<file path="config.mk">
export PLATFORM = sky130hd
export DESIGN_NAME = rf_write_arbiter
export DESIGN_NICKNAME = d
export VERILOG_FILES = /design/src/rtl/rf_write_arbiter.sv
export SDC_FILE = /design/constraint.sdc
export NUM_CORES = 1
export LEC_CHECK = 0
export CAP_MARGIN = 20
export CORE_UTILIZATION = 56
export DETAILED_ROUTE_END_ITERATION = 10
export GPL_TIMING_DRIVEN = 0
export PLACE_DENSITY = 0.95
export SLEW_MARGIN = 20
export SYNTH_ARGS = -nofsm -noshare
export SYNTH_HDL_FRONTEND = slang
export SYNTH_SLANG_ARGS = --single-unit
</file>
<file path="constraint.sdc">
create_clock -name clk -period 20.8 [get_ports clk]
set_input_delay 2.08 -clock clk [delete_from_list [all_inputs] [get_ports clk]]
set_output_delay 2.08 -clock clk [all_outputs]
set_load 0.1 [all_outputs]
</file>
<file path="src/rtl/rf_write_arbiter.sv">
// Write-port scheduler for the 128-entry register file: two per-pipe FIFOs
// feeding one write port round-robin, with pending-write lookup for the issue stage.
module rf_write_arbiter #(
    parameter int WIDTH   = 128,
    parameter int REGBITS = 7,
    parameter int DEPTH   = 2
) (
    input  logic               clk,
    input  logic               reset,
    input  logic               ev_valid,
    input  logic [REGBITS-1:0] ev_wa,
    input  logic [WIDTH-1:0]   ev_wd,
    output logic               ev_ready,
    input  logic               od_valid,
    input  logic [REGBITS-1:0] od_wa,
    input  logic [WIDTH-1:0]   od_wd,
    output logic               od_ready,
    output logic               regwrite,
    output logic [REGBITS-1:0] wa,
    output logic [WIDTH-1:0]   wd,
    input  logic [REGBITS-1:0] chk_ra1,
    input  logic [REGBITS-1:0] chk_ra2,
    output logic               pend1,
    output logic               pend2
);

    localparam int PTRW = $clog2(DEPTH);
    localparam logic [PTRW:0] CNT_FULL = (PTRW+1)'(DEPTH);

    // Index 0 is the even pipe, index 1 the odd pipe.
    logic [REGBITS-1:0] r_wa [2][DEPTH];
    logic [WIDTH-1:0]   r_wd [2][DEPTH];
    logic [PTRW-1:0]    r_rp [2];
    logic [PTRW-1:0]    r_wp [2];
    logic [PTRW:0]      r_cnt [2];
    logic               r_last_odd;

    logic               w_in_valid [2];
    logic [REGBITS-1:0] w_in_wa [2];
    logic [WIDTH-1:0]   w_in_wd [2];
    logic [1:0]         w_ready;
    logic [1:0]         w_head_v;
    logic [1:0]         w_push;
    logic [1:0]         w_pop;
    logic               w_gnt_od;
    logic               w_regwrite;
    logic               w_hit1;
    logic               w_hit2;

    assign w_in_valid[0] = ev_valid;
    assign w_in_valid[1] = od_valid;
    assign w_in_wa[0]    = ev_wa;
    assign w_in_wa[1]    = od_wa;
    assign w_in_wd[0]    = ev_wd;
    assign w_in_wd[1]    = od_wd;

    function automatic logic entry_live(input logic [PTRW-1:0] idx,
                                        input logic [PTRW-1:0] rp,
                                        input logic [PTRW:0]   cnt);
        logic [PTRW-1:0] off;
        off = idx - rp;
        return {1'b0, off} < cnt;
    endfunction

    // Ready depends on registered count only; r0 writes handshake but never enqueue.
    always_comb begin
        w_ready  = '0;
        w_head_v = '0;
        w_push   = '0;
        for (int p = 0; p < 2; p++) begin
            w_ready[p]  = !reset && (r_cnt[p] < CNT_FULL);
            w_head_v[p] = (r_cnt[p] != '0);
            w_push[p]   = w_in_valid[p] && w_ready[p] && (w_in_wa[p] != '0);
        end
    end

    // On a tie the pipe not granted last time wins.
    assign w_gnt_od   = w_head_v[1] && (!w_head_v[0] || !r_last_odd);
    assign w_regwrite = !reset && (|w_head_v);
    assign w_pop[0]   = w_regwrite && !w_gnt_od;
    assign w_pop[1]   = w_regwrite && w_gnt_od;

    always_comb begin
        wa = r_wa[0][r_rp[0]];
        wd = r_wd[0][r_rp[0]];
        if (w_gnt_od) begin
            wa = r_wa[1][r_rp[1]];
            wd = r_wd[1][r_rp[1]];
        end
    end

    always_comb begin
        w_hit1 = 1'b0;
        w_hit2 = 1'b0;
        for (int p = 0; p < 2; p++) begin
            for (int i = 0; i < DEPTH; i++) begin
                if (entry_live(PTRW'(i), r_rp[p], r_cnt[p])) begin
                    if (r_wa[p][i] == chk_ra1) w_hit1 = 1'b1;
                    if (r_wa[p][i] == chk_ra2) w_hit2 = 1'b1;
                end
            end
        end
    end

    assign pend1    = w_hit1 && (chk_ra1 != '0);
    assign pend2    = w_hit2 && (chk_ra2 != '0);
    assign regwrite = w_regwrite;
    assign ev_ready = w_ready[0];
    assign od_ready = w_ready[1];

    always_ff @(posedge clk) begin
        if (reset) begin
            for (int p = 0; p < 2; p++) begin
                r_rp[p]  <= '0;
                r_wp[p]  <= '0;
                r_cnt[p] <= '0;
            end
            r_last_odd <= 1'b1;
        end else begin
            for (int p = 0; p < 2; p++) begin
                if (w_push[p]) r_wp[p] <= r_wp[p] + PTRW'(1);
                if (w_pop[p])  r_rp[p] <= r_rp[p] + PTRW'(1);
                if (w_push[p] && !w_pop[p])
                    r_cnt[p] <= r_cnt[p] + (PTRW+1)'(1);
                else if (!w_push[p] && w_pop[p])
                    r_cnt[p] <= r_cnt[p] - (PTRW+1)'(1);
            end
            if (w_regwrite) r_last_odd <= w_gnt_od;
        end
    end

    // Entry storage carries no reset; occupancy is tracked by the pointers/counts.
    always_ff @(posedge clk) begin
        for (int p = 0; p < 2; p++) begin
            if (w_push[p]) begin
                r_wa[p][r_wp[p]] <= w_in_wa[p];
                r_wd[p][r_wp[p]] <= w_in_wd[p];
            end
        end
    end

endmodule

</file>
==> summary.txt <==
Status: completed
CP delay by family, top: buffers and inverters
RSZ-0062 raised after global routing: no
Clk slew on worst S/H paths: 0.06 ns
Total core area: 37900 µm²
DPL Wire Length: 43.3 mm
Die Width: 199 µm
CTS buffer count: 54
Clk sinks: 549
Area of the die: 39700 µm²
CTS resizes: 0
Asr flop ratio synth: 0
Crit path required time: 18.72 ns
Worst EP arrival: 4.80 ns
Pin count of the biggest net entering global routing: 51
DRC: 0
Most common cell after layout, fill and taps aside: edfxtp_1
Worst-Margin Slew: 1.10 ns
Worst setup SP type: input pin
Setup TNS: 0 ns
Routed WL: 64.4 mm
Slew headroom: 0.269
H-tree depth: 2
Critical path fanouts, max: 5
Worst Setup End Kind: output pin
WP buf/inv: 2
Critical path's slowest cell: clkdlybuf4s50_1
Synth warn: 0
Seq/Total Area, Yosys: 0.757
Routed length per placed instance: 27.1 µm
Post-Syn Instances: 1323
CP peak stage delay: 1.21 ns
Critical path cell sequence: buf_1 > xnor2_1 > nand4_1 > nor4_1 > a22oi_1 > a21oi_1 > clkdlybuf4s50_1
Final setup vio count: 0
Vias in the first global route: 15056
PortBufs: 413
Vias/cell: 6.08
Mean Syn Cell Area: 16.5 µm²
EDFF count, synth: 548
Nets: 2098
Root Buffer: clkbuf_16
Area Overhead vs Synth: 32.5%
DR iter-0 viols: 1196
First-pass DRT Iterations: 5
Max Cap Viol: 0
Mapped Nets: 1612
Synth Flop Type: edfxtp_1
Fin crit period: 6.88 ns
GRT Overall Usage: 0.321
TritonCTS clock tree: built
Min-delay worst type: reg -> reg
DIE HEIGHT: 199 µm
Hold-fix buffers, CTS: 0
Initial antenna violation count: 11
Max-slew violations: 0
Post-synth design cell area: 21800 µm²
Worst Skew: 0.0159 ns
Placement Rows: 71
Postcts setup bufs: 0
Clk buf depth: 3
# IOs: 428
Share of cells above drive strength 1: 0.0717
Initial Util: 0.574
First-pass GRT wire length: 91.9 mm
Synth cell types: 37
Yosys reg bits: 549
Fmax: 0.145 GHz
Clock Latency Late Sink: 0.60 ns
Worst setup path class: in -> out
Final hold viol count: 0
Final ANT Viol Nets: 0
Grt total ovfl: 0
Commonest cells after routing, fill and taps aside: edfxtp_1 (548), clkdlybuf4s50_1 (413), a21oi_1 (141), a211oi_1 (136)
Final GP Congestion: 0.901
Vias: 14461
Tcrit/Tclk final: 0.331
==> registers in the layout, summed over array words and instances, names as in the netlist <==
| name | cells |
|---|---|
| r_wd | 512 |
| r_wa | 28 |
| r_rp | 2 |
| r_cnt | 4 |
| r_wp | 2 |
| r_last_odd | 1 |
==> cell families (layout without fill, tap and decap cells) <==
group / count (synthesis) / after routing / synth area share
DFF: 549 / 549 / 0.757
muxes: 135 / 135 / 0.0621
and+or+nand+nor: 190 / 190 / 0.0531
buffers and inverters: 98 / 629 / 0.0185
other: 0 / 12 / 0
xor gates and xnor gates: 58 / 58 / 0.0233
AOI/OAI and AO/OA: 292 / 292 / 0.0855
adders and majority gates: 1 / 1 / 0.000575
==> area by class of cell <==
class | instances | area, µm²
fill | 2098 | 9100
tap | 511 | 639
antenna | 12 | 30.0
clock inverter | 40 | 379
multi-input combinational | 676 | 4910
buffer | 91 | 377
clock buffer | 61 | 1440
inverter | 7 | 26.3
timing repair buffer | 430 | 4560
sequential | 549 | 16500
==> synthesized netlist by cell type, drive strengths merged, types with 4 or more instances <==
cell | count | area [µm²]
xor2 | 31 | 272
o21ai | 4 | 20.0
nor3 | 4 | 20.0
inv | 7 | 26.3
nor4 | 14 | 93.8
nor2 | 10 | 37.5
mux2i | 135 | 1350
nand4 | 5 | 31.3
nand2b | 4 | 25.0
nand3 | 4 | 20.0
a211oi | 137 | 1030
clkbuf | 63 | 236
a21oi | 141 | 706
and2 | 4 | 25.0
nor2b | 136 | 851
edfxtp | 548 | 16500
xnor2 | 27 | 236
buf | 28 | 140
==> layer usage <==
layer,vias up,routed length (µm),GRT usage
li1,6160,-,-
met3,192,6430,0.0792
met5,-,13,0
met4,2,3210,0.157
met2,951,32400,0.555
met1,7156,22400,0.375
==> path summary, 6_finish.rpt <==
kind / from / end / slack (ns) / cells after the start
max: chk_ra2[5] / pend2 / 13.92 / 7
min: r_last_odd$_SDFFE_PP1N_ / r_last_odd$_SDFFE_PP1N_ / 0.51 / 1
max reg2reg: r_cnt[1][1]$_DFFE_PP_ / r_wd[0][430]$_DFFE_PP_ / 17.72 / 6
min reg2reg: r_last_odd$_SDFFE_PP1N_ / r_last_odd$_SDFFE_PP1N_ / 0.51 / 1
==> through the flow <==
step,hold slack (ns),cells,worst slack [ns],instance area (µm²),util
final,0.514,2377,13.92,28800,0.760
after global routing,0.540,2374,13.90,28800,0.760
after CTS,0.507,2365,14.04,28800,0.759
after detailed placement,0.492,2264,14.04,27000,0.711
after global placement,0.464,2247,7.13,26500,0.700
after floorplan,0.456,1323,11.48,21800,-
Power is left out: the tool's default activity adds up to more than one toggle a clock period on the data nets, which glitch-free logic cannot reach.
